<file path="src/rtl/regalu_pkg.sv">
// ============================================================================
// Module   : regalu_pkg
// Brief    : Shared ALU opcode encoding and architectural register addresses
//            for the regfile/ALU pipeline.
// Revision : 1.0
// ============================================================================
`default_nettype none

package regalu_pkg;

    typedef enum logic [2:0] {
        ALU_ADD = 3'b000,
        ALU_SUB = 3'b001,
        ALU_AND = 3'b010,
        ALU_OR  = 3'b011,
        ALU_XOR = 3'b100,
        ALU_SLL = 3'b101,
        ALU_SRL = 3'b110,
        ALU_SLT = 3'b111
    } alu_op_t;

    localparam int A0_ADDR   = 10;
    localparam int ZERO_ADDR = 0;

endpackage

`default_nettype wire

</file>
<file path="src/rtl/regfile_alu_pipe_regfile.sv">
// ============================================================================
// Module   : regfile_2r1w
// Brief    : Two async read ports, one sync write port, async clear, x0 = 0,
//            plus a fixed-address observation port.
// Revision : 1.0
// ============================================================================
`default_nettype none

module regfile_2r1w
    import regalu_pkg::*;
#(
    parameter int DATA_WIDTH = 32,
    parameter int ADDR_WIDTH = 5,
    parameter int OBS_ADDR   = A0_ADDR
) (
    input  logic                  clk,
    input  logic                  rst_n,
    input  logic [ADDR_WIDTH-1:0] raddr1_i,
    output logic [DATA_WIDTH-1:0] rdata1_o,
    input  logic [ADDR_WIDTH-1:0] raddr2_i,
    output logic [DATA_WIDTH-1:0] rdata2_o,
    input  logic                  we_i,
    input  logic [ADDR_WIDTH-1:0] waddr_i,
    input  logic [DATA_WIDTH-1:0] wdata_i,
    output logic [DATA_WIDTH-1:0] obs_o
);

    localparam int NUM_REGS = 2 ** ADDR_WIDTH;
    localparam logic [ADDR_WIDTH-1:0] C_ZERO = ADDR_WIDTH'(ZERO_ADDR);

    logic [DATA_WIDTH-1:0] r_mem_q [NUM_REGS];

    // Entry 0 is cleared on reset and never written, so it always reads 0.
    always_ff @(posedge clk or negedge rst_n) begin
        if (!rst_n) begin
            for (int i = 0; i < NUM_REGS; i++) begin
                r_mem_q[i] <= '0;
            end
        end else if (we_i && (waddr_i != C_ZERO)) begin
            r_mem_q[waddr_i] <= wdata_i;
        end
    end

    assign rdata1_o = (raddr1_i == C_ZERO) ? '0 : r_mem_q[raddr1_i];
    assign rdata2_o = (raddr2_i == C_ZERO) ? '0 : r_mem_q[raddr2_i];
    assign obs_o    = r_mem_q[OBS_ADDR];

endmodule

`default_nettype wire

</file>
<file path="src/rtl/regfile_alu_pipe.sv">
// ============================================================================
// Module   : regfile_alu_pipe
// Brief    : Two-stage (EX -> WB) regfile + operand mux + ALU datapath with
//            WB bypass, a0 observation and retired-instruction counter.
// Revision : 1.0
// ============================================================================
`default_nettype none

module regfile_alu_pipe
    import regalu_pkg::*;
#(
    parameter int DATA_WIDTH = 32,
    parameter int ADDR_WIDTH = 5,
    parameter int CNT_WIDTH  = 32
) (
    input  logic                  clk,
    input  logic                  rst_n,
    input  logic                  in_valid_i,
    input  logic [ADDR_WIDTH-1:0] rs1_i,
    input  logic [ADDR_WIDTH-1:0] rs2_i,
    input  logic [ADDR_WIDTH-1:0] rd_i,
    input  logic                  reg_wen_i,
    input  logic                  alu_src_i,
    input  logic [DATA_WIDTH-1:0] imm_op_i,
    input  logic [2:0]            alu_ctrl_i,
    output logic                  out_valid_o,
    output logic [DATA_WIDTH-1:0] alu_out_o,
    output logic                  eq_o,
    output logic [DATA_WIDTH-1:0] a0_o,
    output logic [CNT_WIDTH-1:0]  retire_count_o
);

    localparam int SHAMT_W = $clog2(DATA_WIDTH);
    localparam logic [ADDR_WIDTH-1:0] C_ZERO = ADDR_WIDTH'(ZERO_ADDR);

    logic                  r_out_valid_q;
    logic [DATA_WIDTH-1:0] r_alu_out_q;
    logic                  r_eq_q;
    logic [ADDR_WIDTH-1:0] r_rd_q;
    logic                  r_wen_q;
    logic [CNT_WIDTH-1:0]  r_retire_q;

    logic                  w_wb_commit;
    logic [DATA_WIDTH-1:0] w_rf_rdata1;
    logic [DATA_WIDTH-1:0] w_rf_rdata2;
    logic [DATA_WIDTH-1:0] w_op1;
    logic [DATA_WIDTH-1:0] w_rs2_val;
    logic [DATA_WIDTH-1:0] w_op2;
    logic [DATA_WIDTH-1:0] w_alu_d;
    logic                  w_eq_d;
    logic [SHAMT_W-1:0]    w_shamt;
    alu_op_t               w_op;

    // The same condition gates the regfile write and both bypass paths.
    assign w_wb_commit = r_out_valid_q && r_wen_q && (r_rd_q != C_ZERO);

    regfile_2r1w #(
        .DATA_WIDTH (DATA_WIDTH),
        .ADDR_WIDTH (ADDR_WIDTH),
        .OBS_ADDR   (A0_ADDR)
    ) u_regfile (
        .clk      (clk),
        .rst_n    (rst_n),
        .raddr1_i (rs1_i),
        .rdata1_o (w_rf_rdata1),
        .raddr2_i (rs2_i),
        .rdata2_o (w_rf_rdata2),
        .we_i     (w_wb_commit),
        .waddr_i  (r_rd_q),
        .wdata_i  (r_alu_out_q),
        .obs_o    (a0_o)
    );

    assign w_op1     = (w_wb_commit && (r_rd_q == rs1_i)) ? r_alu_out_q : w_rf_rdata1;
    assign w_rs2_val = (w_wb_commit && (r_rd_q == rs2_i)) ? r_alu_out_q : w_rf_rdata2;
    assign w_op2     = alu_src_i ? imm_op_i : w_rs2_val;
    assign w_shamt   = w_op2[SHAMT_W-1:0];
    assign w_op      = alu_op_t'(alu_ctrl_i);
    assign w_eq_d    = (w_op1 == w_op2);

    always_comb begin
        w_alu_d = '0;
        case (w_op)
            ALU_ADD: w_alu_d = w_op1 + w_op2;
            ALU_SUB: w_alu_d = w_op1 - w_op2;
            ALU_AND: w_alu_d = w_op1 & w_op2;
            ALU_OR:  w_alu_d = w_op1 | w_op2;
            ALU_XOR: w_alu_d = w_op1 ^ w_op2;
            ALU_SLL: w_alu_d = w_op1 << w_shamt;
            ALU_SRL: w_alu_d = w_op1 >> w_shamt;
            ALU_SLT: w_alu_d = {{(DATA_WIDTH-1){1'b0}}, ($signed(w_op1) < $signed(w_op2))};
            default: w_alu_d = '0;
        endcase
    end

    // Bubbles only clear out_valid; the data registers hold their last value.
    always_ff @(posedge clk or negedge rst_n) begin
        if (!rst_n) begin
            r_out_valid_q <= 1'b0;
            r_alu_out_q   <= '0;
            r_eq_q        <= 1'b0;
            r_rd_q        <= '0;
            r_wen_q       <= 1'b0;
        end else begin
            r_out_valid_q <= in_valid_i;
            if (in_valid_i) begin
                r_alu_out_q <= w_alu_d;
                r_eq_q      <= w_eq_d;
                r_rd_q      <= rd_i;
                r_wen_q     <= reg_wen_i;
            end
        end
    end

    always_ff @(posedge clk or negedge rst_n) begin
        if (!rst_n) begin
            r_retire_q <= '0;
        end else if (r_out_valid_q) begin
            r_retire_q <= r_retire_q + 1'b1;
        end
    end

    assign out_valid_o    = r_out_valid_q;
    assign alu_out_o      = r_alu_out_q;
    assign eq_o           = r_eq_q;
    assign retire_count_o = r_retire_q;

endmodule

`default_nettype wire
</file>
<file path="config.mk">
export PLATFORM = sky130hd
export DESIGN_NAME = regfile_alu_pipe
export DESIGN_NICKNAME = d
export VERILOG_FILES = /design/src/rtl/regalu_pkg.sv /design/src/rtl/regfile_alu_pipe_regfile.sv /design/src/rtl/regfile_alu_pipe.sv
export SDC_FILE = /design/constraint.sdc
export NUM_CORES = 2
export LEC_CHECK = 0
export CORE_ASPECT_RATIO = 1.1
export CORE_MARGIN = 10
export CORE_UTILIZATION = 50
export DETAILED_ROUTE_END_ITERATION = 7
export PLACE_DENSITY = 0.66
export SLEW_MARGIN = 10
export SYNTH_ARGS = -nofsm -noshare
export SYNTH_HDL_FRONTEND = slang
export SYNTH_HIERARCHICAL = 1
export SYNTH_SLANG_ARGS = --single-unit
</file>
<file path="constraint.sdc">
create_clock -name clk -period 8 [get_ports clk]
set_clock_uncertainty 0.2 [all_clocks]
set_input_delay 0.8 -clock clk [delete_from_list [all_inputs] [get_ports clk]]
set_output_delay 0.8 -clock clk [all_outputs]
set_load 0.005 [all_outputs]
</file>
==> flow_summary.json <==
{
  "ant_nets": 0,
  "hold_viol_final": 0,
  "synth_cell_types": 85,
  "pre_cts_ws_ns": 0.835,
  "grt_pass1_wl_mm": 357,
  "p_comb_frac": 0.297,
  "clk_pin_slew_worst_paths_ns": 0.06,
  "power_frac_seq": 0.413,
  "end_kind": "flip-flop",
  "status": "finished, final reports clean",
  "cp.arrival_ns": 7.12,
  "post-cts-setup-buffers": 0,
  "pwr-share-clk": 0.290,
  "drive_gt1_frac": 0.380,
  "switching_share": 0.325,
  "cp_common_cell": "a21oi_1",
  "gp_congestion": 1.07,
  "numPortBuffers": 152,
  "grt_max_degree": 161,
  "antenna_found_initial": 7,
  "synth_area_um2": 66700,
  "ctsRootBufferMaster": "clkbuf_16",
  "route.met2.wl_mm": 110,
  "cts_sinks": 1096,
  "grt_overflow_total": 0,
  "first_pass_iters": 6,
  "start_util": 0.504,
  "fillers": 10900,
  "cts_tree": "done",
  "setup_ws_ns": 1.36,
  "irDropWorstVdd_mv": 0.186,
  "leakage_nw": 32.4,
  "critical_path.max_stage_delay_ns": 0.77,
  "cts_max_level": 3,
  "max_cap_viol_count": 0,
  "power_switching_mw": 6.17,
  "coreArea_um2": 132000,
  "yosysSeqAreaShare": 0.411,
  "die_area_um2": 148000,
  "die_w_um": 368,
  "synth_nets": 5430,
  "min_period_over_period": 0.830,
  "io_pins": 153,
  "r2r_slack_ns": 1.52,
  "synth_edf_count": 0,
  "grt_usage": 0.325,
  "die_h_um": 403,
  "max-slew-margin-rel": 0.152,
  "worst_slew_pin_slew_ns": 1.27,
  "hp-start": "u_regfile/r_mem_q[1002]$_DFFE_PN0P_",
  "fin_crit_ns": 6.64,
  "top_layer": "met5",
  "yosys_warnings": 6,
  "path_cells": "buf_6 -> and2_2 -> a22oi_1 -> a311oi_1 -> mux2i_1 -> inv_1 -> ha_1 -> inv_1 -> fa_1 -> nor2b_1 -> o211ai_1 -> a311o_1 -> a211oi_1 -> o31ai_1 -> a21oi_1 -> buf_4 -> a21oi_1 -> or4_1 -> a21oi_1 -> o32a_1",
  "hold_depth": 0,
  "wl_met1_mm": 93.2,
  "wl_met3_mm": 26.3,
  "fin_nets": 5368,
  "regToRegEndpoint": "alu_out_o[31]$_DFFE_PN0P_",
  "hpwl_mm": 161,
  "syn2layout_area_growth_pct": 10.6,
  "async_flop_share": 1.00,
  "syn_area_per_cell_um2": 12.6,
  "viasPerCell": 7.01,
  "fmax_ghz": 0.151,
  "cellPowerDensity_nw_per_um2": 257,
  "cts_buffers": 115,
  "drc_errors": 0,
  "grt_pass1_vias": 50100,
  "hp-class": "flip-flop to flip-flop",
  "critPathKind": "primary input to flip-flop",
  "cp_slowest_cell": "and2_2",
  "cts_hold_buf": 1,
  "ys_seq_elements": 1096,
  "dr.first_iter.drc_count": 6424,
  "routed_wl_mm": 246,
  "rsz0062_at_grt": "no",
  "power.total_mw": 19.0,
  "cts_buffer_depth": 3,
  "synth_flop_cell": "dfrtp_1",
  "setup_tns_ns": 0,
  "postSynthCellCount": 5275,
  "ctsResizeCount": 0,
  "rows": 140,
  "whs_endpoint": "u_regfile/r_mem_q[1002]$_DFFE_PN0P_",
  "clkLatencyLatePin_ns": 0.77,
  "r2r-start": "r_rd_q[4]$_DFFE_PN0P_",
  "crit_required_ns": 8.48,
  "startpoint_type": "primary input",
  "cp_max_fo": 38,
  "vias": 49600,
  "finalMaxSlewViolations": 0,
  "intPower_mw": 12.8,
  "whs_ns": 0.195,
  "crit_family": "compound AO/OA/AOI/OAI gates",
  "reg2regPathDepth": 17,
  "finalSetupViolations": 0,
  "path_buf_inv": 4,
  "wl_per_cell_um": 34.7
}
metrics by stage:
stage | cell area (um2) | utilization | cells
after floorplan | 66700 | - | 5275
after global placement | 69900 | 0.528 | 6870
after detailed placement | 69900 | 0.528 | 6870
after CTS | 73800 | 0.557 | 7074
after global routing | 73800 | 0.557 | 7074
final | 73800 | 0.557 | 7077
placed cells by master, fill, tap and decap left out, drive strengths merged, types with 101 or more instances in the layout:
master	instances
mux2i	246
a21oi	113
o21ai	199
buf	253
nand2	228
mux2	1106
inv	101
dfrtp	1096
clkbuf	166
nor2	182
mux4	450
clkdlybuf4s50	139
flip-flops by register name, summed over array words and instances (netlist names):
name / count
eq_o: 1
out_valid_o: 1
u_regfile/r_mem_q: 992
r_wen_q: 1
alu_out_o: 32
retire_count_o: 32
r_rd_q: 5
u_regfile/obs_o: 32
power groups by stage:
stage | Combinational, mW | Sequential, mW | Clock [mW]
floorplan | 3.84 | 7.55 | 0
global placement | 5.44 | 7.78 | 0
detailed placement | 5.50 | 7.87 | 0
CTS | 5.53 | 7.78 | 5.56
global route | 5.96 | 7.97 | 5.80
finish | 5.63 | 7.82 | 5.50
worst max-delay path by stage:
| stage | from | endpoint | slack [ns] | cells after the start |
|---|---|---|---|---|
| floorplan | rs2_i[0] | alu_out_o[0]$_DFFE_PN0P_ | 1.89 | 24 |
| global placement | rs1_i[0] | alu_out_o[30]$_DFFE_PN0P_ | 0.89 | 20 |
| detailed placement | rs1_i[0] | alu_out_o[30]$_DFFE_PN0P_ | 0.84 | 20 |
| CTS | rs1_i[0] | alu_out_o[30]$_DFFE_PN0P_ | 1.63 | 20 |
| global route | rs2_i[0] | alu_out_o[31]$_DFFE_PN0P_ | 1.16 | 21 |
| finish | rs1_i[0] | alu_out_o[30]$_DFFE_PN0P_ | 1.36 | 20 |
logic make-up (layout without fill, tap and decap cells):
kind of cell | Yosys count | count (layout) | synth area share
adders and majority gates | 101 | 101 | 0.0191
and+or+nand+nor | 680 | 680 | 0.0485
muxes | 1802 | 1802 | 0.376
buffers and inverters | 673 | 697 | 0.0468
xor gates and xnor gates | 67 | 67 | 0.00880
AOI/OAI and AO/OA | 856 | 856 | 0.0894
DFF | 1096 | 1096 | 0.411
other | 0 | 3 | 0
synth_stat cells (59+ instances only):
library cell	number	area, um2
a211oi_1	91	683
a21oi_1	113	566
a221oi_1	76	666
a22oi_1	77	578
a311oi_1	67	587
buf_2	164	821
buf_4	84	631
clkbuf_1	290	1090
dfrtp_1	1096	27400
ha_1	98	1230
inv_1	95	357
mux2_1	59	664
mux2_2	1047	11800
mux2i_1	244	2440
mux4_2	450	10100
nand2_1	226	848
nor2_1	182	683
nor2b_1	84	526
o21ai_0	189	946
routing by layer:
layer / vias up / track usage
li1: 19900 / -
met1: 25800 / 0.419
met3: 813 / 0.0863
met4: 10 / 0.183
met5: - / 0
met2: 3030 / 0.494
area by class of cell:
cell class,count,area (um2),area share
antenna,3,7.51,0.000102
clock buffer,166,3290,0.0446
clock inverter,37,539,0.00731
inverter,101,382,0.00517
multi-input combinational,3506,36400,0.493
sequential,1096,27400,0.372
tap,1775,2220,0.0301
timing repair buffer,393,3530,0.0479
worst register-to-register path, stage by stage (launching register included):
cell and delay [ns]:
dfrtp_1 0.90, xor2_1 0.21, or4_4 0.57, nor2_4 0.44
mux2i_1 0.25, o21ai_0 0.14, ha_1 0.53, clkinv_1 0.27
a2111oi_0 0.62, a211oi_1 0.19, a211oi_1 0.44, a211oi_1 0.22
a21oi_1 0.20, buf_4 0.18, o21ai_0 0.20, a221oi_1 0.43
mux2i_1 0.24, a41oi_1 0.11
No activity file was read; power rests on OpenSTA's default activity.
